[src/rtl/cdp_wdma_dma_req_if.sv]
// WDMA request-side bundle: command FIFO read, write-data stream and DMA write request port.
// Slave modport is the request block's view; master is the environment's view.
interface cdp_wdma_dma_req_if #(
    parameter int DW  = 64,
    parameter int SZW = 13
);
    logic               cmd_fifo_rd_pvld;
    logic               cmd_fifo_rd_prdy;
    logic [SZW+1:0]     cmd_fifo_rd_pd;
    logic               dat_pvld;
    logic               dat_prdy;
    logic [DW-1:0]      dat_pd;
    logic               dma_wr_req_pvld;
    logic               dma_wr_req_prdy;
    logic               dma_wr_req_type;
    logic [DW-1:0]      dma_wr_req_pd;

    modport slave (
        input  cmd_fifo_rd_pvld, cmd_fifo_rd_pd, dat_pvld, dat_pd, dma_wr_req_prdy,
        output cmd_fifo_rd_prdy, dat_prdy, dma_wr_req_pvld, dma_wr_req_type, dma_wr_req_pd
    );

    modport master (
        output cmd_fifo_rd_pvld, cmd_fifo_rd_pd, dat_pvld, dat_pd, dma_wr_req_prdy,
        input  cmd_fifo_rd_prdy, dat_prdy, dma_wr_req_pvld, dma_wr_req_type, dma_wr_req_pd
    );
endinterface

[src/rtl/cdp_wdma_dma_req.sv]
// Turns WDMA commands into a DMA command beat followed by size+1 pass-through data beats.
// Command beat one cycle after pop; data is combinational; DMA backpressure stalls both.
module cdp_wdma_dma_req #(
    parameter int DW  = 64,
    parameter int SZW = 13
) (
    input  logic        nvdla_core_clk,
    input  logic        nvdla_core_rst,
    input  logic        op_en,
    input  logic [31:0] reg2dp_dst_base_addr,
    input  logic [31:0] reg2dp_dst_line_stride,
    output logic        layer_done,
    cdp_wdma_dma_req_if.slave bus
);
    localparam logic [31:0] BEAT_BYTES = 32'(DW / 8);

    typedef enum logic [1:0] {IDLE, CMD, DATA} state_t;

    state_t         state_q, state_d;
    logic [31:0]    cur_addr_q, cur_addr_d;
    logic [31:0]    line_addr_q, line_addr_d;
    logic [SZW-1:0] beat_cnt_q, beat_cnt_d;
    logic [SZW-1:0] size_q, size_d;
    logic           line_end_q, line_end_d;
    logic           cube_end_q, cube_end_d;
    logic           layer_done_q, layer_done_d;
    logic           rst_q;
    logic           out_gate;

    logic           cmd_prdy_c, dat_prdy_c, req_pvld_c, req_type_c;
    logic [DW-1:0]  req_pd_c, cmd_pd;

    // Outputs stay quiet in the reset cycle and the one after it.
    assign out_gate              = nvdla_core_rst | rst_q;
    assign bus.cmd_fifo_rd_prdy  = cmd_prdy_c & ~out_gate;
    assign bus.dat_prdy          = dat_prdy_c & ~out_gate;
    assign bus.dma_wr_req_pvld   = req_pvld_c & ~out_gate;
    assign bus.dma_wr_req_type   = req_type_c;
    assign bus.dma_wr_req_pd     = req_pd_c;
    assign layer_done            = layer_done_q & ~out_gate;

    always_comb begin
        cmd_pd                  = '0;
        cmd_pd[31:0]            = cur_addr_q;
        cmd_pd[32 +: SZW]       = size_q;
        cmd_pd[32 + SZW]        = cube_end_q;
    end

    always_ff @(posedge nvdla_core_clk) begin
        rst_q <= nvdla_core_rst;
        if (nvdla_core_rst) begin
            state_q      <= IDLE;
            cur_addr_q   <= '0;
            line_addr_q  <= '0;
            beat_cnt_q   <= '0;
            size_q       <= '0;
            line_end_q   <= 1'b0;
            cube_end_q   <= 1'b0;
            layer_done_q <= 1'b0;
        end else begin
            state_q      <= state_d;
            cur_addr_q   <= cur_addr_d;
            line_addr_q  <= line_addr_d;
            beat_cnt_q   <= beat_cnt_d;
            size_q       <= size_d;
            line_end_q   <= line_end_d;
            cube_end_q   <= cube_end_d;
            layer_done_q <= layer_done_d;
        end
    end

    always_comb begin
        state_d      = state_q;
        cur_addr_d   = cur_addr_q;
        line_addr_d  = line_addr_q;
        beat_cnt_d   = beat_cnt_q;
        size_d       = size_q;
        line_end_d   = line_end_q;
        cube_end_d   = cube_end_q;
        layer_done_d = 1'b0;
        cmd_prdy_c   = 1'b0;
        dat_prdy_c   = 1'b0;
        req_pvld_c   = 1'b0;
        req_type_c   = 1'b0;
        req_pd_c     = '0;

        case (state_q)
            IDLE: begin
                if (op_en) begin
                    cur_addr_d  = reg2dp_dst_base_addr;
                    line_addr_d = reg2dp_dst_base_addr;
                end else if (!rst_q) begin
                    cmd_prdy_c = 1'b1;
                    if (bus.cmd_fifo_rd_pvld) begin
                        size_d     = bus.cmd_fifo_rd_pd[SZW-1:0];
                        line_end_d = bus.cmd_fifo_rd_pd[SZW];
                        cube_end_d = bus.cmd_fifo_rd_pd[SZW+1];
                        state_d    = CMD;
                    end
                end
            end
            CMD: begin
                req_pvld_c = 1'b1;
                req_pd_c   = cmd_pd;
                if (bus.dma_wr_req_prdy) begin
                    beat_cnt_d = '0;
                    state_d    = DATA;
                end
            end
            DATA: begin
                req_pvld_c = bus.dat_pvld;
                dat_prdy_c = bus.dma_wr_req_prdy;
                req_type_c = 1'b1;
                req_pd_c   = bus.dat_pd;
                if (bus.dat_pvld && bus.dma_wr_req_prdy) begin
                    beat_cnt_d = beat_cnt_q + 1'b1;
                    if (beat_cnt_q == size_q) begin
                        state_d      = IDLE;
                        layer_done_d = cube_end_q;
                        if (line_end_q) begin
                            line_addr_d = line_addr_q + reg2dp_dst_line_stride;
                            cur_addr_d  = line_addr_q + reg2dp_dst_line_stride;
                        end else begin
                            cur_addr_d = cur_addr_q + (32'(size_q) + 32'd1) * BEAT_BYTES;
                        end
                    end
                end
            end
            default: state_d = IDLE;
        endcase
    end
endmodule

[src/flat_wrapper.sv]
// flat-port wrapper written by rule: the top's interface ports become plain ports
module cdp_wdma_dma_req_flat 
#(
    parameter int DW  = 64,
    parameter int SZW = 13
)
  (nvdla_core_clk, nvdla_core_rst, op_en, reg2dp_dst_base_addr, reg2dp_dst_line_stride, layer_done, bus_cmd_fifo_rd_pvld, bus_cmd_fifo_rd_pd, bus_dat_pvld, bus_dat_pd, bus_dma_wr_req_prdy, bus_cmd_fifo_rd_prdy, bus_dat_prdy, bus_dma_wr_req_pvld, bus_dma_wr_req_type, bus_dma_wr_req_pd);
  cdp_wdma_dma_req_if #(.DW(DW), .SZW(SZW)) bus_i ();
  input  logic nvdla_core_clk;
  input  logic nvdla_core_rst;
  input  logic op_en;
  input  logic [31:0] reg2dp_dst_base_addr;
  input  logic [31:0] reg2dp_dst_line_stride;
  output logic layer_done;
  input wire logic [$bits(bus_i.cmd_fifo_rd_pvld)-1:0] bus_cmd_fifo_rd_pvld;
  input wire logic [$bits(bus_i.cmd_fifo_rd_pd)-1:0] bus_cmd_fifo_rd_pd;
  input wire logic [$bits(bus_i.dat_pvld)-1:0] bus_dat_pvld;
  input wire logic [$bits(bus_i.dat_pd)-1:0] bus_dat_pd;
  input wire logic [$bits(bus_i.dma_wr_req_prdy)-1:0] bus_dma_wr_req_prdy;
  output wire logic [$bits(bus_i.cmd_fifo_rd_prdy)-1:0] bus_cmd_fifo_rd_prdy;
  output wire logic [$bits(bus_i.dat_prdy)-1:0] bus_dat_prdy;
  output wire logic [$bits(bus_i.dma_wr_req_pvld)-1:0] bus_dma_wr_req_pvld;
  output wire logic [$bits(bus_i.dma_wr_req_type)-1:0] bus_dma_wr_req_type;
  output wire logic [$bits(bus_i.dma_wr_req_pd)-1:0] bus_dma_wr_req_pd;
  assign bus_i.cmd_fifo_rd_pvld = bus_cmd_fifo_rd_pvld;
  assign bus_i.cmd_fifo_rd_pd = bus_cmd_fifo_rd_pd;
  assign bus_i.dat_pvld = bus_dat_pvld;
  assign bus_i.dat_pd = bus_dat_pd;
  assign bus_i.dma_wr_req_prdy = bus_dma_wr_req_prdy;
  assign bus_cmd_fifo_rd_prdy = bus_i.cmd_fifo_rd_prdy;
  assign bus_dat_prdy = bus_i.dat_prdy;
  assign bus_dma_wr_req_pvld = bus_i.dma_wr_req_pvld;
  assign bus_dma_wr_req_type = bus_i.dma_wr_req_type;
  assign bus_dma_wr_req_pd = bus_i.dma_wr_req_pd;
  cdp_wdma_dma_req #(.DW(DW), .SZW(SZW)) u_core (.nvdla_core_clk(nvdla_core_clk), .nvdla_core_rst(nvdla_core_rst), .op_en(op_en), .reg2dp_dst_base_addr(reg2dp_dst_base_addr), .reg2dp_dst_line_stride(reg2dp_dst_line_stride), .layer_done(layer_done), .bus(bus_i));
endmodule
[config.mk]
export PLATFORM = sky130hd
export DESIGN_NAME = cdp_wdma_dma_req_flat
export DESIGN_NICKNAME = d
export VERILOG_FILES = /design/src/rtl/cdp_wdma_dma_req_if.sv /design/src/rtl/cdp_wdma_dma_req.sv /design/src/flat_wrapper.sv
export SDC_FILE = /design/constraint.sdc
export NUM_CORES = 1
export LEC_CHECK = 0
export ABC_AREA = 1
export BUFFER_PORTS_ARGS = -buffer_cell sky130_fd_sc_hd__buf_4
export CAP_MARGIN = 25
export CORE_UTILIZATION = 53
export CTS_BUF_LIST = sky130_fd_sc_hd__clkbuf_2
export DETAILED_ROUTE_END_ITERATION = 6
export PLACE_DENSITY_LB_ADDON = 0.08
export SLEW_MARGIN = 20
export SYNTH_ARGS = -nofsm -noshare
export SYNTH_HDL_FRONTEND = slang
export SYNTH_SLANG_ARGS = --single-unit
[constraint.sdc]
create_clock -name nvdla_core_clk -period 3.6 [get_ports nvdla_core_clk]
set_input_delay 0.54 -clock nvdla_core_clk [delete_from_list [all_inputs] [get_ports nvdla_core_clk]]
set_output_delay 0.54 -clock nvdla_core_clk [all_outputs]
set_load 0.005 [all_outputs]
==> Flow_metrics.wiki, run 1 <==
{| class="wikitable"
! Metric !! Value
|-
| Critical-path cell with the highest stage delay || sky130_fd_sc_hd__buf_4
|-
| Setup Fix Bufs, Post-CTS || 0
|-
| Number of nets produced by synthesis || around 1900
|-
| Area delta synth->final || 20.43%
|-
| Commonest non-fill, non-tap cells in the layout || sky130_fd_sc_hd__nand2_1, sky130_fd_sc_hd__inv_1, sky130_fd_sc_hd__buf_4
|-
| Min Clock Period, post-route || roughly 3.4 ns
|-
| Power Dens Cells || approximately 600 mW/mm2
|-
| Clock transition at the register clock pins on the worst setup and hold paths after CTS || between 0.3 and 0.4 ns
|-
| Area of the die || between 0.015 and 0.02 mm2
|-
| Most used flip-flop cell after synthesis || sky130_fd_sc_hd__dfxtp_1
|-
| Number of different library cells in the post-synthesis netlist || 39
|-
| Row count || 48
|-
| Number of warnings reported in the yosys synthesis log || 0
|-
| Maximum number of pins on one net before global-route repair || 52
|-
| Ratio of routed vias to standard cells || approximately 5.3
|-
| GP Congestion || 0.9907
|-
| Final layout net count || between 2000 and 2500
|-
| Gate count of the mapped netlist || 1715
|-
| Post-cts resize count || 0
|-
| Leading cell type in the layout, fill and taps excluded || sky130_fd_sc_hd__nand2_1
|-
| Buf+Inv Stages, Crit Path || 4
|-
| Sequential fraction of the synthesis area || between 20% and 30%
|-
| Run status || completed
|-
| Placed cell areas || approximately 0.011 mm2
|-
| R2R cell count || 17
|-
| Critical path startpoint category || flip-flop
|-
| Clock Root Buffer || sky130_fd_sc_hd__clkbuf_2
|-
| Maximum clock rate || 296.5 MHz
|-
| Detailed Route WL || around 32000 um
|-
| Remaining routing DRC violations || 0
|-
| CTS max path bufs || 2
|-
| Core box area || 0.01730 mm2
|-
| WL/cell || around 15 um
|-
| Final Hold Violating Endpoints || 0
|-
| Number of flops mapped to enable cells by yosys || 0
|-
| Headroom to the max-slew limit || between 40% and 50%
|-
| Worst-path fanout max || 42
|-
| Actual transition at the worst max-transition pin || between 0.7 and 0.8 ns
|-
| Mean instance size in the synthesized netlist || around 5.5 um2
|-
| IO buf count || about 220
|-
| Setup crit end kind || output port
|-
| Placed wire-length estimate after detailed placement || about 26000 um
|-
| Fin Setup TNS || 0 ns
|-
| Max-cap viol count || 0
|-
| Setup repair after global routing missed its margin || false
|-
| Delay of the slowest critical-path stage || ~0.44 ns
|-
| Fraction of post-synthesis cell area in the top cell type by area || between 20 and 25%
|-
| Capture point of the worst reg-to-reg path || u_core.cur_addr_q[23]
|-
| Post-synthesis async set-or-reset flop share || 0%
|-
| Kind of critical path || flip-flop to output port
|-
| Chip Height || around 140 um
|-
| Data arrival, critical path || 2.83 ns
|-
| Dominant cell type by area after synthesis || sky130_fd_sc_hd__nand2_1
|-
| Count of H-tree levels built during CTS || 3
|-
| Worst Hold Class || input port to flip-flop
|-
| Overall die width || around 140 um
|-
| Worst-case clock skew || between 0.05 and 0.06 ns
|-
| Antenna-violating nets left || 0
|-
| Detailed-route via count || between 10000 and 15000
|-
| Maximum ir drop on the vdd rail || 324.5 uV
|-
| CTS buffer count || 9
|-
| Leakage power of the design || roughly 6.0 nW
|-
| Initial core utilization || between 50% and 60%
|-
| Data required time of the worst path || 3.06 ns
|-
| Final design area excluding fillers || roughly 0.011 mm2
|-
| Starting DRC count in detailed routing || 1045
|-
| Clock tree from TritonCTS || yes
|-
| Crit-path leading delay family || buffers and inverters
|-
| Total GRT Usage || 34.87%
|-
| Number of flip-flops and latches in the synthesized netlist || 96
|-
| Clock insertion delay at the later pin of the skew report || a little under 0.7 ns
|-
| Final setup violating endpoints || 0
|-
| Via count of the first global-routing pass || approximately 9700
|-
| Iteration count of the initial detailed-routing pass || 6
|-
| Crit path cell chain || inv_1 -> ha_4 -> buf_4 -> buf_6 -> nand2_1 -> a21oi_1 -> buf_4
|-
| Worst Hold Path Cells || 3
|-
| Wire length of the first global-routing pass || 49520 um
|-
| Post-Route Utilization || approximately two thirds
|-
| Total grt overflow || 0
|-
| Initial antenna violation count || 1
|-
| Post-CTS Hold Buffers || 0
|-
| R2r startpoint || u_core.size_q[4]
|-
| Worst Min Path Start || bus_cmd_fifo_rd_pd[14]
|-
| Hold EP || u_core.cube_end_q
|-
| Final Max Tran Viols || 0
|-
| Post-Syn Area || ~0.0094 mm2
|-
| Crit-path most repeated cell || sky130_fd_sc_hd__buf_4
|-
| Share of cells above drive strength 1 || about 14%
|-
| Final critical-path share of the clock period || around 94%
|-
| Clock Sink Count || 96
|-
| R2R Setup Slk || 0.49 ns
|-
| Leading post-synthesis cells by cell area || sky130_fd_sc_hd__nand2_1, sky130_fd_sc_hd__dfxtp_1, sky130_fd_sc_hd__inv_1, sky130_fd_sc_hd__a21oi_1, sky130_fd_sc_hd__ha_1
|-
| Top Ports || between 200 and 250
|}
## flip-flops by register name (all words and copies together), names as in the netlist
register             cells
u_core.cur_addr_q       32
u_core.state_q           2
u_core.beat_cnt_q       13
u_core.line_end_q        1
u_core.layer_done_q      1
u_core.rst_q             1
u_core.line_addr_q      32
u_core.size_q           13
u_core.cube_end_q        1
## worst max-delay path by stage
stage | start | to | slack, ns | cells after the start
floorplan | u_core.size_q[0] | u_core.cur_addr_q[23] | 0.91 | 18
finish | u_core.state_q[0] | bus_dma_wr_req_pd[17] | 0.23 | 7
CTS | u_core.state_q[0] | bus_dma_wr_req_pd[28] | 0.12 | 7
global placement | u_core.size_q[2] | u_core.cur_addr_q[23] | 0.65 | 17
global route | u_core.state_q[0] | bus_dma_wr_req_pd[17] | 0.06 | 7
detailed placement | u_core.size_q[0] | u_core.cur_addr_q[22] | 0.53 | 19
## where the power goes
group          total [mW]  internal, mW  switching, mW  leakage, nW
logic                4.47          1.48           2.99         5.13
clock network       0.705         0.245          0.459       0.0890
registers            1.65          1.36          0.289        0.790
## cell usage after synthesis, types with 2 or more instances
cell type and instances:
sky130_fd_sc_hd__xnor2_1 11, sky130_fd_sc_hd__clkbuf_1 33, sky130_fd_sc_hd__o21bai_1 5, sky130_fd_sc_hd__o211ai_1 2, sky130_fd_sc_hd__ha_1 51, sky130_fd_sc_hd__buf_4 3
sky130_fd_sc_hd__nand3_1 125, sky130_fd_sc_hd__nand2_4 2, sky130_fd_sc_hd__nor3_1 27, sky130_fd_sc_hd__nand4_1 15, sky130_fd_sc_hd__nor4_1 3, sky130_fd_sc_hd__nand3b_1 6
sky130_fd_sc_hd__nor2_1 162, sky130_fd_sc_hd__buf_2 4, sky130_fd_sc_hd__buf_6 4, sky130_fd_sc_hd__inv_2 6, sky130_fd_sc_hd__nor2_2 3, sky130_fd_sc_hd__dfxtp_1 96
sky130_fd_sc_hd__or2_2 6, sky130_fd_sc_hd__o21ai_1 8, sky130_fd_sc_hd__fa_1 2, sky130_fd_sc_hd__buf_1 9, sky130_fd_sc_hd__and2_1 4, sky130_fd_sc_hd__nand2_1 603
sky130_fd_sc_hd__a21boi_0 2, sky130_fd_sc_hd__o21ai_0 73, sky130_fd_sc_hd__xor2_1 23, sky130_fd_sc_hd__a21oi_1 160, sky130_fd_sc_hd__inv_1 257
## cell families (layout without fill, tap and decap cells)
kind of cell / Yosys count / count (layout) / synth area share [%]
AOI/OAI and AO/OA: 255 / 255 / 13.99
xor gates and xnor gates: 34 / 34 / 3.174
and+or+nand+nor: 959 / 959 / 41.87
DFF: 96 / 96 / 20.48
other: 0 / 1 / 0
buffers and inverters: 318 / 509 / 13.26
adders and majority gates: 53 / 53 / 7.228
## stage by stage
stage          worst slack [ns]  instances  hold WS (ns)  total power, mW
3_3_place_gp             0.6515       2115        0.4572            5.969
5_1_grt                 0.05838       2132       0.05002            7.389
3_5_place_dp             0.5343       2115        0.4606            6.031
4_1_cts                  0.1236       2131       0.04708            6.736
6_report                 0.2270       2132       0.04910            6.829
2_1_floorplan            0.9092       1715        0.4454            4.785
## area by class of cell
type	count	area, um2
diodes	1	2.502
clock buffers	10	50.05
clock inverters	6	97.59
fillers	1742	5997
inverters	265	998.5
multi-input cells	1301	6232
flip-flops and latches	96	1922
well taps	225	281.5
repair buffers	228	1715
## worst register-to-register path, stage by stage, from the launching register on
cell                      delay, ns
sky130_fd_sc_hd__dfxtp_1       0.45
sky130_fd_sc_hd__inv_1         0.11
sky130_fd_sc_hd__nor3_1        0.28
sky130_fd_sc_hd__nand2_1       0.13
sky130_fd_sc_hd__nor3_1        0.24
sky130_fd_sc_hd__nand3_1       0.18
sky130_fd_sc_hd__xor2_1        0.18
sky130_fd_sc_hd__ha_1          0.34
sky130_fd_sc_hd__a21oi_1       0.26
sky130_fd_sc_hd__nand2_1       0.11
sky130_fd_sc_hd__a21oi_1       0.17
sky130_fd_sc_hd__nand2_1       0.14
sky130_fd_sc_hd__nand2_1       0.09
sky130_fd_sc_hd__nand2_1       0.05
sky130_fd_sc_hd__nand3_1       0.06
sky130_fd_sc_hd__nand3_1       0.07
sky130_fd_sc_hd__nor2_1        0.11
sky130_fd_sc_hd__nor2_1        0.04
## per-layer routing
layer  global-route usage, %  routed length (um)
met1                   49.43               14530
met2                   55.36               14290
met3                   4.955                3064
met4                   8.427                 494
met5                       0                   0
Note: power is estimated with default switching activity, not from simulation.
==> run 2, diff against run 1 <==
==> constraint.sdc (replaced) <==
create_clock -name nvdla_core_clk -period 3.7 [get_ports nvdla_core_clk]
set_input_delay 0.555 -clock nvdla_core_clk [delete_from_list [all_inputs] [get_ports nvdla_core_clk]]
set_output_delay 0.555 -clock nvdla_core_clk [all_outputs]
set_load 0.005 [all_outputs]
==> Flow_metrics.wiki, run 2 (same netlist as run 1, synthesis figures left out) <==
{| class="wikitable"
! Metric !! Value
|-
| Leading cell type in the layout, fill and taps excluded || sky130_fd_sc_hd__nand2_1
|-
| Total grt overflow || 0
|-
| Row count || 48
|-
| Clock insertion delay at the later pin of the skew report || around 0.65 ns
|-
| Antenna-violating nets left || 0
|-
| Power spent charging and discharging nets || between 3 and 4 mW
|-
| Clock Root Buffer || sky130_fd_sc_hd__clkbuf_2
|-
| Count of H-tree levels built during CTS || 3
|-
| Worst-case clock skew || about 0.032 ns
|-
| Critical-path cell with the highest stage delay || sky130_fd_sc_hd__dfxtp_1
|-
| Setup crit end kind || flip-flop
|-
| CTS max path bufs || 2
|-
| Area delta synth->final || 19.86%
|-
| Data arrival, critical path || ~3.8 ns
|-
| Crit path cell chain || ha_1 -> nand3_1 -> nor2_1 -> nand3_1 -> nor3_1 -> nand3_1 -> xor2_1 -> ha_1 -> nand2_1 -> nor2_1 -> and2_1 -> nand2_1 -> nand2_1 -> nand3_1 -> nand3_1 -> nand3_1 -> nor2_1 -> nor2_1
|-
| CTS buffer count || 9
|-
| Headroom to the max-slew limit || 37.80%
|-
| Via count of the first global-routing pass || about 9800
|-
| Setup repair after global routing missed its margin || false
|-
| Worst Hold Class || input port to flip-flop
|-
| Maximum clock rate || 310.0 MHz
|-
| Post-CTS Hold Buffers || 0
|-
| Crit-path most repeated cell || sky130_fd_sc_hd__nand3_1
|-
| Critical path startpoint category || flip-flop
|-
| Share of cells above drive strength 1 || 14.11%
|-
| Post-cts resize count || 0
|-
| Placed wire-length estimate after detailed placement || about 26000 um
|-
| Final setup violating endpoints || 0
|-
| Maximum ir drop on the vdd rail || roughly 330 uV
|-
| Max-cap viol count || 0
|-
| Crit-path leading delay family || simple AND/OR/NAND/NOR gates
|-
| Data required time of the worst path || between 4 and 5 ns
|-
| Detailed-route via count || between 10000 and 15000
|-
| Buf+Inv Stages, Crit Path || 0
|-
| Chip Height || roughly 140 um
|-
| Most used routing layer in global routing || met2
|-
| Actual transition at the worst max-transition pin || slightly above 0.9 ns
|-
| Top Ports || 218
|-
| Core box area || approximately 0.017 mm2
|-
| Flop pwr share || between 20% and 30%
|-
| Delay of the slowest critical-path stage || ~0.48 ns
|-
| Run status || finished, violations left
|-
| Remaining routing DRC violations || 2
|-
| Leakage power of the design || between 5 and 6 nW
|-
| Switching portion of total power || around 56%
|-
| Internal power || about 2.9 mW
|-
| Violated checks || design-rule violations
|-
| Power after layout || 6.478 mW
|-
| Total GRT Usage || roughly a third
|-
| Final Max Tran Viols || 0
|-
| WL/cell || between 15 and 20 um
|-
| Met1 Resource Use GR || between 40% and 50%
|-
| Initial core utilization || roughly 54%
|-
| Critical path origin || u_core.size_q[0]
|-
| GP Congestion || between 1 and 1.5
|-
| Initial antenna violation count || 2
|-
| Clock transition at the register clock pins on the worst setup and hold paths after CTS || about 0.3 ns
|-
| R2r startpoint || u_core.size_q[0]
|-
| Depth of the critical timing path with buffers and inverters included || 18
|-
| Ratio of routed vias to standard cells || between 5 and 6
|-
| IO buf count || approximately 220
|-
| Overall die width || between 100 and 150 um
|-
| Placed insts || around 2100
|-
| Non-filler cells, final || around 2100
|-
| Met3 GRT Util || under 10%
|-
| Clock Sink Count || 96
|-
| Worst-path fanout max || 6
|-
| R2R cell count || 18
|-
| Starting DRC count in detailed routing || 1010
|-
| Setup Fix Bufs, Post-CTS || 0
|-
| Final layout net count || between 2000 and 2500
|-
| Maximum number of pins on one net before global-route repair || between 60 and 70
|-
| Power Dens Cells || about 580 mW/mm2
|-
| Worst Hold Path Cells || 3
|-
| Commonest non-fill, non-tap cells in the layout || sky130_fd_sc_hd__nand2_1, sky130_fd_sc_hd__inv_1, sky130_fd_sc_hd__buf_4
|-
| Kind of critical path || flip-flop to flip-flop
|-
| Worst Min Path Start || bus_cmd_fifo_rd_pd[14]
|-
| Iteration count of the initial detailed-routing pass || 7
|-
| Clock group share of total power || about 8%
|-
| Area of the die || roughly 0.018 mm2
|-
| Final-layout fill cell count || 1752
|-
| Final Hold Violating Endpoints || 0
|-
| Registers with the most flip-flops || u_core.cur_addr_q: 32 flops, u_core.line_addr_q: 32 flops
|-
| Final critical-path share of the clock period || slightly below 90%
|-
| Clock tree from TritonCTS || yes
|-
| Met2 Track Usage GR || 55.84%
|-
| Power share of the combinational group || about two thirds
|-
| Detailed Route WL || about 32000 um
|-
| Min Clock Period, post-route || roughly 3.2 ns
|-
| Wire length of the first global-routing pass || around 50000 um
|-
| Fin Setup TNS || 0 ns
|}
-- run 2: metrics by stage --
stage / util [%] / setup slack (ns) / hold WS (ns) / area, um2
after floorplan: - / 1.009 / 0.4454 / 9383
after global placement: 64.48 / 0.7068 / 0.4571 / 11150
after detailed placement: 64.48 / 0.5608 / 0.4639 / 11150
after CTS: 65.00 / 0.4139 / 0.07442 / 11240
after global routing: 65.02 / 0.1685 / 0.1068 / 11250
final: 65.02 / 0.4745 / 0.1037 / 11250
-- run 2: final cells by class --
cell class	count	area (um2)	share of cell area (%)
inverter	265	998.5	8.878
multi-input combinational	1301	6232	55.42
sequential	96	1922	17.09
antenna	1	2.502	0.02225
tap	225	281.5	2.503
clock buffer	9	45.04	0.4005
clock inverter	6	45.04	0.4005
timing repair buffer	229	1719	15.29
-- run 2: tightest hold or removal path: stages --
cell                     delay (ns)
sky130_fd_sc_hd__buf_4         0.08
sky130_fd_sc_hd__nor2_1        0.03
sky130_fd_sc_hd__nor2_1        0.08
-- run 2: final timing paths --
check,endpoint,slack (ns)
min reg2reg,u_core.line_addr_q[6],0.49
min,u_core.cube_end_q,0.10
max reg2reg,u_core.cur_addr_q[23],0.47
max,u_core.cur_addr_q[23],0.47
-- run 2: routing by layer --
layer,wire (um),vias up
met5,0,-
met4,642,0
met3,3279,54
met2,14390,548
met1,14130,5027
li1,-,5753
-- run 2: power groups by stage --
stage / sequential [mW] / combinational, mW / clock (mW)
floorplan: 1.51 / 3.14 / 0
global placement: 1.61 / 4.21 / 0
detailed placement: 1.62 / 4.26 / 0
CTS: 1.60 / 4.28 / 0.516
global route: 1.64 / 4.83 / 0.551
finish: 1.61 / 4.36 / 0.506
==> run 3, diff against run 2 <==
--- a/config.mk
+++ b/config.mk
@@ -5,13 +5,12 @@
 export SDC_FILE = /design/constraint.sdc
 export NUM_CORES = 1
 export LEC_CHECK = 0
-export ABC_AREA = 1
 export BUFFER_PORTS_ARGS = -buffer_cell sky130_fd_sc_hd__buf_4
 export CAP_MARGIN = 25
 export CORE_UTILIZATION = 53
 export CTS_BUF_LIST = sky130_fd_sc_hd__clkbuf_2
 export DETAILED_ROUTE_END_ITERATION = 6
-export PLACE_DENSITY_LB_ADDON = 0.08
+export PLACE_DENSITY = 0.78
 export SLEW_MARGIN = 20
 export SYNTH_ARGS = -nofsm -noshare
 export SYNTH_HDL_FRONTEND = slang
==> Flow_metrics.wiki, run 3 <==
{| class="wikitable"
! Metric !! Value
|-
| R2R Setup Slk || approximately 0.29 ns
|-
| Crit-path leading delay family || compound AO/OA/AOI/OAI gates
|-
| Critical path origin || u_core.size_q[1]
|-
| Ratio of routed vias to standard cells || just over 6
|-
| Number of warnings reported in the yosys synthesis log || 0
|-
| Row count || between 40 and 50
|-
| Final critical-path share of the clock period || between 90% and 100%
|-
| Placed wire-length estimate after detailed placement || approximately 21000 um
|-
| Mean instance size in the synthesized netlist || between 7 and 8 um2
|-
| Share of cells above drive strength 1 || between 20% and 30%
|-
| Run status || completed
|-
| Actual transition at the worst max-transition pin || ~0.83 ns
|-
| Critical path startpoint category || flip-flop
|-
| Post-CTS Hold Buffers || 0
|-
| Clock Root Buffer || sky130_fd_sc_hd__clkbuf_2
|-
| Worst-case clock skew || approximately 0.054 ns
|-
| Number of flops mapped to enable cells by yosys || 0
|-
| Worst setup timing slack at the placement stage || 0.2093 ns
|-
| CTS max path bufs || 2
|-
| Capture point of the worst reg-to-reg path || u_core.cur_addr_q[16]
|-
| Delay of the slowest critical-path stage || a little over 0.5 ns
|-
| Post-Syn Area || between 0.008 and 0.009 mm2
|-
| Clock transition at the register clock pins on the worst setup and hold paths after CTS || approximately 0.29 ns
|-
| Number of different library cells in the post-synthesis netlist || 74
|-
| Wire length of the first global-routing pass || between 40000 and 50000 um
|-
| Data arrival, critical path || 3.98 ns
|-
| Multi-input gate area || 0.006011 mm2
|-
| Chip Height || approximately 130 um
|-
| Dominant cell type by area after synthesis || sky130_fd_sc_hd__dfxtp_1
|-
| Final layout net count || ~1500
|-
| R2R cell count || 14
|-
| Clock tree from TritonCTS || yes
|-
| Detailed-route via count || just over 9000
|-
| Clock Sink Count || 96
|-
| Total GRT Usage || about 34%
|-
| CTS buffer count || 9
|-
| Leakage power of the design || between 4 and 5 nW
|-
| Most used flip-flop cell after synthesis || sky130_fd_sc_hd__dfxtp_1
|-
| Overall die width || between 100 and 150 um
|-
| Post-synthesis async set-or-reset flop share || 0%
|-
| Top Ports || between 200 and 250
|-
| WL/cell || between 15 and 20 um
|-
| Antenna-violating nets left || 0
|-
| Placed insts || between 1000 and 1500
|-
| Detailed Route WL || 27620 um
|-
| Min Clock Period, post-route || between 3 and 4 ns
|-
| Headroom to the max-slew limit || 44.56%
|-
| Setup crit end kind || flip-flop
|-
| Maximum clock rate || slightly below 300 MHz
|-
| Sequential fraction of the synthesis area || between 20% and 30%
|-
| Final Hold Violating Endpoints || 0
|-
| Final setup violating endpoints || 0
|-
| Power Dens Cells || 279.2 mW/mm2
|-
| Via count of the first global-routing pass || 8396
|-
| Non-filler cells, final || about 1500
|-
| Count of H-tree levels built during CTS || 3
|-
| Min Hold Slack || ~0.10 ns
|-
| Starting DRC count in detailed routing || just over 800
|-
| Setup repair after global routing missed its margin || false
|-
| Maximum ir drop on the vdd rail || about 240 uV
|-
| Core box area || between 0.015 and 0.02 mm2
|-
| Number of nets produced by synthesis || approximately 1300
|-
| Initial antenna violation count || 1
|-
| Leading post-synthesis cells by cell area || sky130_fd_sc_hd__dfxtp_1, sky130_fd_sc_hd__ha_1, sky130_fd_sc_hd__a21oi_1, sky130_fd_sc_hd__nand2_1, sky130_fd_sc_hd__nor2b_1
|-
| Total grt overflow || 0
|-
| Iteration count of the initial detailed-routing pass || 5
|-
| Worst-path fanout max || 6
|-
| Crit path cell chain || ha_1 -> nand4_1 -> inv_1 -> nand2_1 -> xnor2_1 -> ha_1 -> or4_1 -> o21ai_0 -> a31oi_1 -> a31oi_1 -> o21bai_1 -> xor2_1 -> mux2_2 -> a31o_2
|-
| R2r startpoint || u_core.size_q[1]
|-
| Area of the die || approximately 0.016 mm2
|-
| Maximum number of pins on one net before global-route repair || between 70 and 80
|-
| Fraction of post-synthesis cell area in the top cell type by area || roughly 23%
|-
| Clock insertion delay at the later pin of the skew report || around 0.68 ns
|-
| Worst Hold Class || input port to flip-flop
|-
| Registers with the most flip-flops || u_core.cur_addr_q: 32 flops, u_core.line_addr_q: 32 flops
|-
| Setup crit end || u_core.cur_addr_q[16]
|-
| Depth of the critical timing path with buffers and inverters included || 14
|-
| Initial core utilization || ~54%
|-
| Buf+Inv Stages, Crit Path || 1
|-
| GP Congestion || 0.9438
|-
| Fin Setup TNS || 0 ns
|-
| Final setup slack of the worst path || a little under 0.3 ns
|-
| Gate count of the mapped netlist || around 1100
|-
| Max-cap viol count || 0
|-
| Kind of critical path || flip-flop to flip-flop
|-
| Data required time of the worst path || approximately 4.3 ns
|-
| Final Max Tran Viols || 0
|-
| IO buf count || between 200 and 250
|-
| Most frequently used cell type in the post-synthesis netlist || sky130_fd_sc_hd__nand2_1
|-
| Critical-path cell with the highest stage delay || sky130_fd_sc_hd__or4_1
|-
| Leading cell type in the layout, fill and taps excluded || sky130_fd_sc_hd__buf_4
|-
| Sequential cell area in the final layout || roughly 0.0019 mm2
|-
| Number of flip-flops and latches in the synthesized netlist || 96
|-
| Remaining routing DRC violations || 0
|-
| Commonest non-fill, non-tap cells in the layout || sky130_fd_sc_hd__buf_4, sky130_fd_sc_hd__nand2_1, sky130_fd_sc_hd__a21oi_1
|-
| Final-layout fill cell count || ~1400
|-
| List of most frequent post-synthesis cells || sky130_fd_sc_hd__nand2_1, sky130_fd_sc_hd__a21oi_1, sky130_fd_sc_hd__dfxtp_1
|-
| Area delta synth->final || 23.16%
|}
run 3: worst min path at each step:
stage	slack, ns	cells after the start	to	from
finish	0.10	3	u_core.size_q[1]	bus_cmd_fifo_rd_pd[1]
global route	0.08	3	u_core.size_q[0]	bus_cmd_fifo_rd_pd[0]
CTS	0.08	3	u_core.size_q[8]	bus_cmd_fifo_rd_pd[8]
detailed placement	0.46	2	u_core.layer_done_q	u_core.cube_end_q
floorplan	0.43	2	u_core.layer_done_q	u_core.cube_end_q
global placement	0.45	1	u_core.line_addr_q[0]	u_core.line_addr_q[0]
run 3: power breakdown:
part / internal (mW) / switching (mW) / total, mW / leakage (nW)
clock network: 0.160 / 0.433 / 0.592 / 0.0612
registers: 1.12 / 0.0850 / 1.20 / 0.791
logic: 0.462 / 0.604 / 1.07 / 3.49
run 3: metrics by stage:
step,util (%),instance area (um2),power [mW]
5_1_grt,67.12,10240,3.016
4_1_cts,66.99,10220,2.845
3_3_place_gp,66.19,10100,2.249
2_1_floorplan,-,8315,1.887
6_report,67.12,10240,2.860
3_5_place_dp,66.19,10100,2.261
run 3: routing by layer:
metal  wire, um  vias to the layer above  track usage [%]
li1           -                     4464                -
met5          0                        -                0
met4        973                        0            15.13
met2      12920                      412            55.87
met1      11280                     4273            42.12
met3       2444                       68            6.281
run 3: logic make-up after synthesis:
family | count (synthesis) | synth area share (%)
mux | 29 | 3.566
flops | 96 | 23.11
xor+xnor | 68 | 7.162
fa+ha+maj | 53 | 8.155
buf+inv | 103 | 4.920
simple gates | 416 | 24.68
compound gates | 360 | 28.41
run 3: final cells by class:
cell class,instances,area share (%)
Multi-Input combinational cell,926,58.69
Sequential cell,96,18.79
Timing Repair Buffer,244,17.89
Tap cell,211,2.578
Inverter,22,0.8064
Clock inverter,7,0.7575
Clock buffer,9,0.4398
Antenna cell,2,0.04887
run 3: timing repair:
item	CTS	global route
buffers inserted	0	0
gates resized for setup	0	5
setup endpoints to repair	0	4
run 3: worst min-delay path, delay by kind of cell:
| kind | cells | cell delay (ns) |
|---|---|---|
| compound gates | 1 | 0.05 |
| buf+inv | 1 | 0.11 |
| simple gates | 1 | 0.04 |
